[src/rtl/mskaes_rcon_seq.sv]
// Masked AES round-constant sequencer: AES-128/192/256, forward/backward stepping, d-share output.
// Optional macro MSKAES_RCON_SEQ_RANDOM_SHARE_EN adds input rnd for randomised output sharing.
module mskaes_rcon_seq #(
    parameter int unsigned d = 2
) (
    input  logic             clk,
    input  logic             rst,
    input  logic             start,
    input  logic [1:0]       key_size,
    input  logic             dir,
    input  logic             update,
    input  logic             mask_rcon,
`ifdef MSKAES_RCON_SEQ_RANDOM_SHARE_EN
    input  logic [8*(d-1)-1:0] rnd,
`endif
    output logic [8*d-1:0]   sh_rcon,
    output logic [3:0]       rcon_idx,
    output logic             last,
    output logic             overrun
);

    typedef enum logic [1:0] {
        KS_128 = 2'd0,
        KS_192 = 2'd1,
        KS_256 = 2'd2,
        KS_RSV = 2'd3
    } ks_e;

    logic [7:0] rcon_q, rcon_d;
    logic [3:0] idx_q, idx_d;
    ks_e        ks_q, ks_d;
    logic       dir_q, dir_d;
    logic       overrun_q, overrun_d;

    logic [3:0] last_idx;
    logic [7:0] rcon_fwd, rcon_bwd, rcon_init;
    logic [7:0] out_val;

    always_ff @(posedge clk) begin
        if (rst) begin
            rcon_q    <= 8'h01;
            idx_q     <= '0;
            ks_q      <= KS_128;
            dir_q     <= 1'b0;
            overrun_q <= 1'b0;
        end else begin
            rcon_q    <= rcon_d;
            idx_q     <= idx_d;
            ks_q      <= ks_d;
            dir_q     <= dir_d;
            overrun_q <= overrun_d;
        end
    end

    always_comb begin
        case (ks_q)
            KS_192:  last_idx = 4'd7;
            KS_256:  last_idx = 4'd6;
            default: last_idx = 4'd9;
        endcase
    end

    assign last = (idx_q == last_idx);

    // xtime and its inverse over GF(2^8) with the AES polynomial
    assign rcon_fwd = rcon_q[7] ? ((rcon_q << 1) ^ 8'h1B) : (rcon_q << 1);
    assign rcon_bwd = rcon_q[0] ? (((rcon_q ^ 8'h1B) >> 1) | 8'h80) : (rcon_q >> 1);

    always_comb begin
        rcon_init = 8'h01;
        if (dir) begin
            case (key_size)
                KS_192:  rcon_init = 8'h80;
                KS_256:  rcon_init = 8'h40;
                default: rcon_init = 8'h36;
            endcase
        end
    end

    always_comb begin
        rcon_d    = rcon_q;
        idx_d     = idx_q;
        ks_d      = ks_q;
        dir_d     = dir_q;
        overrun_d = overrun_q;
        if (start) begin
            ks_d      = (key_size == KS_RSV) ? KS_128 : ks_e'(key_size);
            dir_d     = dir;
            idx_d     = '0;
            overrun_d = 1'b0;
            rcon_d    = rcon_init;
        end else if (update) begin
            if (last) begin
                overrun_d = 1'b1;
            end else begin
                idx_d  = idx_q + 4'd1;
                rcon_d = dir_q ? rcon_bwd : rcon_fwd;
            end
        end
    end

    assign out_val  = rcon_q & {8{mask_rcon}};
    assign rcon_idx = idx_q;
    assign overrun  = overrun_q;

    always_comb begin
        sh_rcon = '0;
        for (int unsigned i = 0; i < 8; i++) begin
`ifdef MSKAES_RCON_SEQ_RANDOM_SHARE_EN
            // Mask gate zeroes every share, so rnd never leaks onto the bus while gated
            if (mask_rcon) begin
                sh_rcon[d*i] = out_val[i] ^ (^rnd[(d-1)*i +: (d-1)]);
                for (int unsigned j = 1; j < d; j++) begin
                    sh_rcon[d*i+j] = rnd[(d-1)*i + j - 1];
                end
            end
`else
            sh_rcon[d*i] = out_val[i];
`endif
        end
    end

endmodule

[config.mk]
export PLATFORM = sky130hd
export DESIGN_NAME = mskaes_rcon_seq
export DESIGN_NICKNAME = d
export VERILOG_FILES = /design/src/rtl/mskaes_rcon_seq.sv
export SDC_FILE = /design/constraint.sdc
export NUM_CORES = 1
export LEC_CHECK = 0
export CORE_ASPECT_RATIO = 1.4
export CORE_MARGIN = 5
export CORE_UTILIZATION = 41
export DETAILED_ROUTE_END_ITERATION = 8
export PLACE_DENSITY = 0.71
export SYNTH_ARGS = -nofsm -noshare
export SYNTH_HDL_FRONTEND = slang
export SYNTH_SLANG_ARGS = --single-unit
[constraint.sdc]
create_clock -name clk -period 1.8 [get_ports clk]
set_input_delay 0.27 -clock clk [delete_from_list [all_inputs] [get_ports clk]]
set_output_delay 0.27 -clock clk [all_outputs]
set_load 0.02 [all_outputs]
# After elaboration in Yosys (flattened, before gate mapping)
# Index checks and enable logic that the tools add are counted.
[totals]
regBits = 16
out_inout_bits = 22
word_cells = 32
[op_classes]
add_sub_neg = 1
eq_ne = 7
mux = 10
bitwise = 4
n_reduce_logical = 5
[op_table]
columns = ["operator", "count"]
rows = [
  ["8-bit 2-to-1 mux", 6],
  ["8-bit one-hot mux with 2 select lines", 1],
  ["8-bit bitwise AND", 1],
  ["4-bit NOT", 2],
  ["4-bit one-hot mux with 2 select lines", 1],
  ["2-bit equality test, second input constant", 3],
  ["2-bit AND reduction", 3],
  ["5-bit 2-to-1 mux", 1],
  ["4-bit by 1-bit adder with 4-bit output, second input constant", 1],
  ["2-bit by 1-bit equality test with 1-bit output, second input constant", 2],
  ["4-bit equality test", 1],
  ["2-bit 2-to-1 mux", 1],
  ["2-bit inequality test, second input constant", 1],
  ["2-bit nonzero test", 1],
  ["2-bit OR reduction", 1],
  ["1-bit NOT", 1],
]

# Logic depth before layout (Yosys ltp)
# Gate-level depths: netlist of run 1.
[depth]
ltp_word = 6
mapped_depth = 7
mapped_depth_nobuf = 6

# Least setup slack after synthesis of run 1
# OpenSTA, ideal clock, no wires.
[synth_timing]
path_type = "reg-to-reg"
startpoint = "reg ks_q[0]"
endpoint = "reg idx_q[0], in the netlist rcon_idx[0]"
setup_time_ns = 0.070
arrival_time_ns = 1.644
required_ns = 1.730
slack_ns = 0.087
stages_incl_launch_ff = 8
cell_sequence = "dfxtp_1 -> inv_1 -> ha_1 -> and4bb_2 -> o21a_1 -> buf_2 -> or3_1 -> a21oi_1"
[synth_via]
elab_chain_cells = 5
word_cells_on_any_way = 6
classes_between = "eq/ne: 3; mux: 1; bitwise: 1; reduce/logical: 1"
[synth_rtl]
columns = ["item", "line", "rtl"]
rows = [
  ["start, declared", "31", "ks_e ks_q, ks_d;"],
  ["start signal, assigned", "49", "ks_q <= ks_d;"],
  ["2-bit equality test or 2-bit by 1-bit equality test with 1-bit output (tied branches)", "56", "case (ks_q)"],
  ["4-bit one-hot mux with 2 select lines (*)", "56", ""],
  ["4-bit equality test (*)", "63", "assign last = (idx_q == last_idx);"],
  ["net last", "18", "output logic last,"],
  ["1-bit NOT (no line) (*)", "n/a", ""],
  ["2-bit AND reduction (no line) (*)", "n/a", ""],
  ["end signal, assigned", "48", "idx_q <= idx_d;"],
  ["end, declared", "30", "logic [3:0] idx_q, idx_d;"],
]
# Mark *: on every way through the listed nets, which the timed path passes. The rest lies on a longest branch.
# A chain may end at the register's enable or synchronous reset.

# Worst setup path after layout of run 1
[layout_timing]
startpoint = "reg ks_q[0]"
endpoint = "reg idx_q[3], in the netlist rcon_idx[3]"
[layout_via]
elab_chain_cells = 5
word_cells_on_any_way = 6
classes_between = "eq/ne: 3; mux: 1; bitwise: 1; reduce/logical: 1"
[layout_rtl]
columns = ["item", "line"]
rows = [
  ["2-bit equality test or 2-bit by 1-bit equality test with 1-bit output (tied branches)", "56"],
  ["4-bit one-hot mux with 2 select lines (*)", "56"],
  ["4-bit equality test (*)", "63"],
  ["1-bit NOT (no line) (*)", "n/a"],
  ["2-bit AND reduction (no line) (*)", "n/a"],
]
# Mark *: on every way between the ends. The rest lies on a longest branch, timed or not.

==> run metrics, run 1 <==
status=complete, but fails checks; failing checks=setup timing; total core area=approximately 2400 um2; synthesis-to-finish area growth=34.00%; delay-heaviest family, CP=simple AND/OR/NAND/NOR gates; Via density=5.112; # Max-Cap Violations=0; placed insts=189; setup tns final=-0.007049 ns; fin crit share=100.4%; ys async rst share=0%; Congestion Overflow GR=0; Worst Hold Class=reg2reg; Stages on worst setup path=7; layout cells sized above 1=around 18%; Post-Syn Instances=130; met3 WL post-DR=between 100 and 150 um; H-tree levels=1; Tmin final=roughly 1.8 ns; met2 wire length=1324 um; f_max=approximately 550 MHz; Leak=~0.6 nW; row count=21; Post-synth EDFFs=0; worst min-delay path startpoint=overrun; Reg2Reg Capture Point=rcon_idx[3]; warning count from the yosys run=0; Slew Viols, Final=0; cells along the critical path=inv_2 -> ha_4 -> and4bb_2 -> o21a_1 -> buf_6 -> or4_1 -> a21oi_1; cts bufs inserted=3; hold depth=2; Post-Route WL=2584 um; wire per inst=around 13 um; CTS tree=done; Hold Fails Final Rpt=0; WP data required=between 2 and 2.5 ns; Power, Total=774.9 uW; critical path arrival=between 2 and 2.5 ns; critical path buffer and inverter count=2; Post-CTS Hold Buffers=0; final setup vio count=1; IO buf count=21; PnR worst setup slack=-0.007049 ns; sequential element share of the synthesized area=roughly 30%; Metal-1 WL=around 1100 um; CP peak stage delay=roughly 0.41 ns; Yosys top cell area share=between 30% and 40%; Die Footprint=about 3700 um2; Post-Syn Area per Cell=around 8.1 um2; ANT nets after route=0; first-pass GRT wire length=around 4500 um; Post-Layout Cell Count=196; largest cells by area after synthesis=dfxtp_1, ha_1, mux2i_1; I/O pins=30; Initial DRT Pass Iterations=4; Peak VDD IR=around 0.00030 V; launching point of the worst reg2reg path=ks_q[0]; FF-to-FF path depth=7; drt drc=0; Routability Congestion=between 0.8 and 0.9; post-DP HPWL=around 1900 um; Detailed Route Iter0 Violations=24; Pwr per Cell Area=547.6 nW/um2; type of origin of the critical path=flip-flop; CP Capture Type=flip-flop; Clock transition at path regs=approximately 0.09 ns; Synth Register Bits=16; Initial Util=a little over two fifths; Diodes inserted=0; top routing layer used=met4; r2r setup slk=-0.007 ns; vias=1002; top_reg_cell synth=dfxtp_1; Max Root-Sink Buffers=2; pin count of the biggest net entering global routing=15; CTS root buffer=clkbuf_4; Final Skew=0.001214 ns; Die W=52.89 um; clk sink count=16; Slowest-stage cell, CP=or4_1; Die Height=roughly 70 um; unrepaired setup endpoints after global routing=true; area leader, netlist=dfxtp_1; Mapped Area=~1100 um2; final net count=178; initial antenna violation count=0; Hold Path End=overrun; worst-skew pair later-pin latency=about 0.29 ns; Yosys cell types=32; Crit Path Max Fanout=6; Finished Core Util=between 50% and 60%; crit path kind=reg2reg; vias in the first global route=roughly 1000; GRT Overall Usage=15.58%
==> worst reg2reg max path: stages, from the launching register on <==
cell      delay, ns
dfxtp_2        0.35
inv_2          0.05
ha_4           0.25
and4bb_2       0.22
o21a_1         0.19
buf_6          0.13
or4_1          0.41
a21oi_1        0.14
==> synthesized netlist by cell type, types with 4 or more instances <==
cell / count
ha_1: 6
inv_1: 4
and2_1: 8
o211ai_1: 5
clkbuf_1: 6
buf_4: 8
o21ai_0: 7
a21oi_1: 10
dfxtp_1: 16
a311oi_1: 4
nand2_1: 10
nor2_1: 9
mux2i_1: 7
nand3_1: 6
xnor2_1: 5
==> cell type report <==
cell class / instances / area (um2)
clock buffers: 3 / 22.52
fillers: 238 / 1028
inverters: 5 / 18.77
multi-input cells: 101 / 678.2
flip-flops and latches: 16 / 322.8
well taps: 34 / 42.54
repair buffers: 37 / 330.3
==> routing by layer <==
metal	up-vias	track usage (%)
met3	4	2.553
met4	0	6.818
met2	31	27.21
met1	463	17.82
met5	-	0
li1	504	-
==> how the worst max path moves through the flow <==
stage	from	endpoint	slack, ns
6_report	ks_q[0]	rcon_idx[3]	-0.007
5_1_grt	ks_q[0]	rcon_idx[3]	-0.06
4_1_cts	ks_q[0]	rcon_idx[1]	-0.001
3_5_place_dp	ks_q[0]	last	-0.16
3_3_place_gp	ks_q[0]	last	-0.14
2_1_floorplan	ks_q[0]	rcon_idx[0]	0.09
==> sequential cells by signal, summed over array words and instances (netlist names) <==
name and count:
rcon_idx 4, dir_q 1, overrun 1, rcon_q 8, ks_q 2
==> per-stage QoR <==
| step | cell area (um2) | hold slack, ns | setup WS [ns] |
|---|---|---|---|
| global placement | 1338 | 0.4635 | -0.1412 |
| finish | 1415 | 0.4952 | -0.007049 |
| floorplan | 1082 | 0.4107 | 0.08664 |
| global route | 1415 | 0.5559 | -0.05706 |
| CTS | 1404 | 0.4940 | -0.001070 |
| detailed placement | 1338 | 0.4674 | -0.1571 |
==> timing repair <==
item | CTS | global route
endpoints found under the setup margin | 15 | 9
buffers inserted | 4 | 0
resized for setup | 23 | 3
pin swaps | 7 | 3
==> where the power goes <==
part	total, mW	switching [mW]	leakage [nW]	internal (mW)
clock network	0.194	0.116	0.0138	0.0779
registers	0.392	0.0206	0.132	0.372
logic	0.188	0.102	0.466	0.0869
==> cells by family (layout without fill, tap and decap cells) <==
kind of cell	count (synthesis)	after routing	synth area share, %
XOR/XNOR	7	7	5.806
AND/OR/NAND/NOR	42	42	21.09
flip-flops	16	16	30.33
multiplexers	8	8	7.702
AO/OA/AOI/OAI	30	30	17.54
adder cells (fa/ha/maj)	6	6	7.109
buffers and inverters	20	45	10.07
other	1	8	0.3551
==> cell usage in the layout (no fill, tap or decap), types with 4 or more instances in the layout <==
master	instances
a21oi_1	9
and2_1	8
o211ai_1	5
conb_1	8
nor2_1	9
clkdlybuf4s50_1	12
buf_4	12
mux2i_1	7
xnor2_1	5
dlygate4sd2_1	8
o21ai_0	5
ha_1	5
buf_6	4
nand2_1	10
nand3_1	6
dfxtp_1	14
(Power assumes the default switching activity.)
==> run 2, diff against run 1 <==
--- a/config.mk
+++ b/config.mk
@@ -9,7 +9,7 @@
 export CORE_MARGIN = 5
 export CORE_UTILIZATION = 41
 export DETAILED_ROUTE_END_ITERATION = 8
-export PLACE_DENSITY = 0.71
+export PLACE_DENSITY = 0.81
 export SYNTH_ARGS = -nofsm -noshare
 export SYNTH_HDL_FRONTEND = slang
 export SYNTH_SLANG_ARGS = --single-unit
==> run 2 against run 1 <==
Compared with the run above: critical endpoint unchanged; clock power is 26% higher; the run now ends clean; sequential power hardly changed; clock skew is 0.0049 ns higher; global-route usage hardly changed; sequential share of layout area is 0.30 points lower; largest cell class unchanged; cell count stayed put; register-to-register slack better by 0.02 ns; design area is 1.3% higher; wire length is 3.5% higher.
==> run metrics, run 2 (same netlist as run 1, synthesis figures left out) <==
Hold Fails Final Rpt=0 (unchanged); unrepaired setup endpoints after global routing=true; status=complete, no violations; post-DP HPWL=1986 um (+4.7%); met3 WL post-DR=122 um (-12%); synthesis-to-finish area growth=35.78%; area of the multi-input gates=699.4 um2 (+3.1%); most common cell after layout, fill and taps aside=buf_4; post-place setup slack=-0.1804 ns (-0.02331 ns); Clock transition at path regs=0.10 ns (about the same); Crit Path Max Fanout=7 (+1); Die Height=70.05 um (unchanged); total core area=2444 um2 (unchanged); r2r setup slk=0.02 ns (+0.02 ns); Leak=0.6157 nW (+0.65%); Worst Hold Class=reg2reg; ANT nets after route=0 (unchanged); met2 wire length=1507 um (+14%); largest register by flop count=rcon_q; launching point of the worst reg2reg path=ks_q[0]; Slew Viols, Final=0 (unchanged); Detailed Route Iter0 Violations=8 (-67%); clk sink count=16 (unchanged); vias in the first global route=1061 (+6.3%); fill count=230 (-3.4%); final setup vio count=0 (-1); Congestion Overflow GR=0 (unchanged); worst-skew pair later-pin latency=0.29 ns (about the same); cts bufs inserted=3 (unchanged); worst min-delay path startpoint=overrun; type of origin of the critical path=flip-flop; Die W=52.89 um (unchanged); Hold Path End=overrun; IO buf count=21 (unchanged); pin count of the biggest net entering global routing=15 (unchanged); Peak VDD IR=0.0004245 V (+44%); H-tree levels=1 (unchanged); row count=21 (unchanged); crit path kind=reg2reg; most frequent cells in the layout=buf_4, dfxtp_1, clkdlybuf4s50_1; Die Footprint=3705 um2 (unchanged); Via density=5.077 (-0.70%); Tmin final=1.785 ns (-0.02207 ns); max reg flops=8 (unchanged); vias=995 (-0.70%); Initial DRT Pass Iterations=4 (unchanged); layout cells sized above 1=19.75% (+1.9 points); Routability Congestion=0.9376 (+14%); Max Root-Sink Buffers=2 (unchanged); hold depth=2 (unchanged); fin crit share=99.17% (-1.2 points); placed insts=188 (-0.53%); CP Capture Type=flip-flop; initial antenna violation count=0 (unchanged); drt drc=0 (unchanged); PnR worst setup slack=0.01502 ns (+0.02207 ns); CTS tree=done; Power, Total=825.5 uW (+6.5%); Reg2Reg Capture Point=rcon_idx[3]; FF-to-FF path depth=7 (unchanged); Metal-1 WL=1031 um (-5.3%); CTS root buffer=clkbuf_4; # Max-Cap Violations=0 (unchanged); WP data required=2.04 ns (about the same); f_max=560.2 MHz (+1.2%); top routing layer used=met4; wire per inst=13.65 um (+3.5%); Initial Util=43.22% (unchanged); I/O pins=30 (unchanged); first-pass GRT wire length=4595 um (+3.3%); Pwr per Cell Area=575.7 nW/um2 (+5.1%); Post-Route WL=2675 um (+3.5%); Final Skew=0.006081 ns (+0.004867 ns); final net count=177 (-0.56%); Post-CTS Hold Buffers=0 (unchanged); FF/Latch Area=322.8 um2 (unchanged); GRT Overall Usage=15.54% (-0.036 points); Post-Layout Cell Count=196 (unchanged); critical path arrival=2.02 ns (about the same); Diodes inserted=0 (unchanged)
## run 2: worst max-delay path: stages, from the launching register on
cell and delay (ns):
dfxtp_2 0.35, inv_2 0.04, ha_4 0.25, and4bb_2 0.22, o21a_1 0.20, buf_6 0.14
or4_4 0.42, a21oi_2 0.12
## run 2: area by class of cell
type / instances / area share [%]
multi-input cells: 101 / 48.78
flip-flops and latches: 16 / 22.51
repair buffers: 36 / 21.90
well taps: 34 / 2.967
clock buffers: 4 / 2.531
inverters: 5 / 1.309
## run 2: metrics by stage
stage          hold slack, ns  util (%)   TNS, ns  instance area (um2)
2_1_floorplan          0.4107         -         0                 1082
3_3_place_gp           0.4642     54.43   -0.5061                 1330
3_5_place_dp           0.4732     54.43   -0.8310                 1330
4_1_cts                0.4972     57.35  -0.05609                 1401
5_1_grt                0.5569     58.68   -0.1688                 1434
6_report               0.4971     58.68         0                 1434
## run 2: worst max path at each step
stage | from | to | slack (ns)
finish | ks_q[0] | rcon_idx[3] | 0.02
global route | ks_q[0] | rcon_idx[3] | -0.05
CTS | ks_q[0] | rcon_idx[2] | -0.06
detailed placement | ks_q[0] | last | -0.18
global placement | ks_q[0] | last | -0.14
floorplan | ks_q[0] | rcon_idx[0] | 0.09
## run 2: metal layers
layer	vias to the layer above	track usage, %
met5	-	0
met4	0	3.693
met3	2	3.191
met2	24	28.59
met1	468	17.45
li1	501	-
## run 2: timing repair
item / 4_1_cts / 5_1_grt
pin swaps: 6 / 6
gates resized for setup: 18 / 8
buffers inserted: 4 / 0
setup endpoints to repair: 17 / 10
## run 2: power breakdown
group	internal [mW]	switching [mW]	leakage [nW]	total, mW
clock network	0.123	0.121	0.0210	0.244
logic	0.0854	0.103	0.463	0.189
registers	0.372	0.0210	0.132	0.393
total	0.580	0.245	0.616	0.825
==> run 3, diff against run 2 <==
--- a/config.mk
+++ b/config.mk
@@ -7,9 +7,9 @@
 export LEC_CHECK = 0
 export CORE_ASPECT_RATIO = 1.4
 export CORE_MARGIN = 5
-export CORE_UTILIZATION = 41
+export CORE_UTILIZATION = 35
 export DETAILED_ROUTE_END_ITERATION = 8
-export PLACE_DENSITY = 0.81
+export PLACE_DENSITY = 0.73
 export SYNTH_ARGS = -nofsm -noshare
 export SYNTH_HDL_FRONTEND = slang
 export SYNTH_SLANG_ARGS = --single-unit
==> run 3 against run 2 <==
Compared with the run above: the flow now finishes with violations (setup timing); critical path depth stayed put; sequential cell count unchanged; clock skew is essentially flat; first-iteration DRC count increased by 100%; combinational power is essentially flat; wire length down 3.4%; sequential share of layout area increased by 0.059 points; critical path type unchanged.
==> run metrics, run 3 (same netlist as run 1, synthesis figures left out) <==
largest register by flop count=rcon_q; status=complete, but fails checks; Tmin final=1.845 ns (+0.05977 ns); Slowest-stage cell, CP=or4_1; critical path buffer and inverter count=2 (unchanged); wire per inst=12.99 um (-4.8%); Detailed Route Iter0 Violations=16 (+8); final net count=177 (unchanged); FF/Latch Area=322.8 um2 (unchanged); Finished Core Util=49.70% (-9.0 points); clk sink count=16 (unchanged); worst min-delay path startpoint=overrun; Crit Path Max Fanout=6 (-1); vias=987 (-0.80%); I/O pins=30 (unchanged); Peak VDD IR=0.0004535 V (+6.8%); Die Height=74.99 um (+7.1%); f_max=542.1 MHz (-3.2%); Initial DRT Pass Iterations=4 (unchanged); Pwr per Cell Area=631.2 nW/um2 (+9.6%); final setup vio count=1 (+1); layout cells sized above 1=17.90% (-1.9 points); Initial Util=36.70% (-6.5 points); Max Root-Sink Buffers=2 (unchanged); CTS root buffer=clkbuf_8; Die Footprint=4231 um2 (+14%); Post-Layout Cell Count=199 (+1.5%); GRT Overall Usage=12.18% (-3.4 points); # Max-Cap Violations=0 (unchanged); Power, Total=902.6 uW (+9.3%); CTS tree=done; Diodes inserted=0 (unchanged); cells along the critical path=inv_2 -> ha_4 -> and4bb_2 -> o21a_1 -> buf_6 -> or4_1 -> o21ai_1; row count=23 (+9.5%); vias in the first global route=944 (-11%); Via density=4.960 (-2.3%); post-DP HPWL=1909 um (-3.8%); CP Capture Type=flip-flop; Final Skew=0.006334 ns (+0.0002530 ns); WP data required=1.99 ns (-0.05 ns); Worst Setup SP=ks_q[0]; fin crit share=102.5% (+3.3 points); pin count of the biggest net entering global routing=15 (unchanged); Post-Route WL=2585 um (-3.4%); cts bufs inserted=3 (unchanged); H-tree levels=1 (unchanged); most frequent cells in the layout=dfxtp_1, buf_4, clkdlybuf4s50_1; launching point of the worst reg2reg path=ks_q[0]; IO buf count=21 (unchanged); first-pass GRT wire length=4112 um (-11%); CP peak stage delay=0.49 ns (+0.07 ns); critical path arrival=2.03 ns (about the same); placed insts=192 (+2.1%); setup tns final=-0.04474 ns (-0.04474 ns); worst-skew pair later-pin latency=0.25 ns (-0.04 ns); Slew Viols, Final=0 (unchanged); post-place setup slack=-0.1560 ns (+0.02440 ns); synthesis-to-finish area growth=35.43%; crit path kind=reg2reg; Routability Congestion=0.9135 (-2.6%); Leak=0.6193 nW (+0.58%); Clock transition at path regs=0.07 ns (-0.03 ns); Hold Fails Final Rpt=0 (unchanged); type of origin of the critical path=flip-flop; most common cell after layout, fill and taps aside=dfxtp_1; unrepaired setup endpoints after global routing=true; PnR worst setup slack=-0.04474 ns (-0.05977 ns); ANT nets after route=0 (unchanged); max reg flops=8 (unchanged); area of the multi-input gates=678.2 um2 (-3.0%); Die W=56.43 um (+6.7%); initial antenna violation count=0 (unchanged); failing checks=setup timing; total core area=2878 um2 (+18%); Worst Hold Class=reg2reg; delay-heaviest family, CP=simple AND/OR/NAND/NOR gates; Congestion Overflow GR=0 (unchanged); drt drc=0 (unchanged); fill count=288 (+25%)
==> run 3: power by group <==
| group | switching, mW | internal [mW] |
|---|---|---|
| Clock | 0.128 | 0.194 |
| Sequential | 0.0196 | 0.372 |
| Combinational | 0.102 | 0.0865 |
| Total | 0.250 | 0.653 |
==> run 3: path summary, 6_finish.rpt <==
path | endpoint | slack, ns | cells past startpoint
worst max register to register | rcon_idx[2] | -0.04 | 7
worst max-delay path | rcon_idx[2] | -0.04 | 7
worst min-delay path | overrun | 0.48 | 2
worst min register to register | overrun | 0.48 | 2
==> run 3: stage by stage <==
| step | instance area (um2) | hold WS [ns] |
|---|---|---|
| finish | 1430 | 0.4844 |
| global route | 1430 | 0.5317 |
| CTS | 1410 | 0.4971 |
| detailed placement | 1341 | 0.4793 |
| global placement | 1341 | 0.4594 |
| floorplan | 1082 | 0.4107 |
==> run 3: cell type report <==
type / count / share of cell area (%)
repair buffers: 36 / 21.61
inverters: 5 / 1.312
flip-flops and latches: 16 / 22.57
well taps: 37 / 3.237
multi-input cells: 101 / 47.42
clock buffers: 4 / 3.850
==> run 3: per-layer routing <==
layer  global-route usage (%)  share of wire [%]
met3                    2.230                3.9
met1                    12.62                 40
met2                    24.55                 55
met5                        0                  0
met4                    3.694                1.0
==> run 3: repair_timing <==
item	CTS	global route
setup buffers	2	1
hold buffers	0	0
gates resized for setup	17	5
cloned	0	0
pin swaps	5	1
endpoints found under the setup margin	13	11
==> run 3: worst min-delay path, delay by kind of cell (launching register included) <==
family	cells	cell delay, ns
flops	1	0.33
simple gates	1	0.07
compound gates	1	0.05
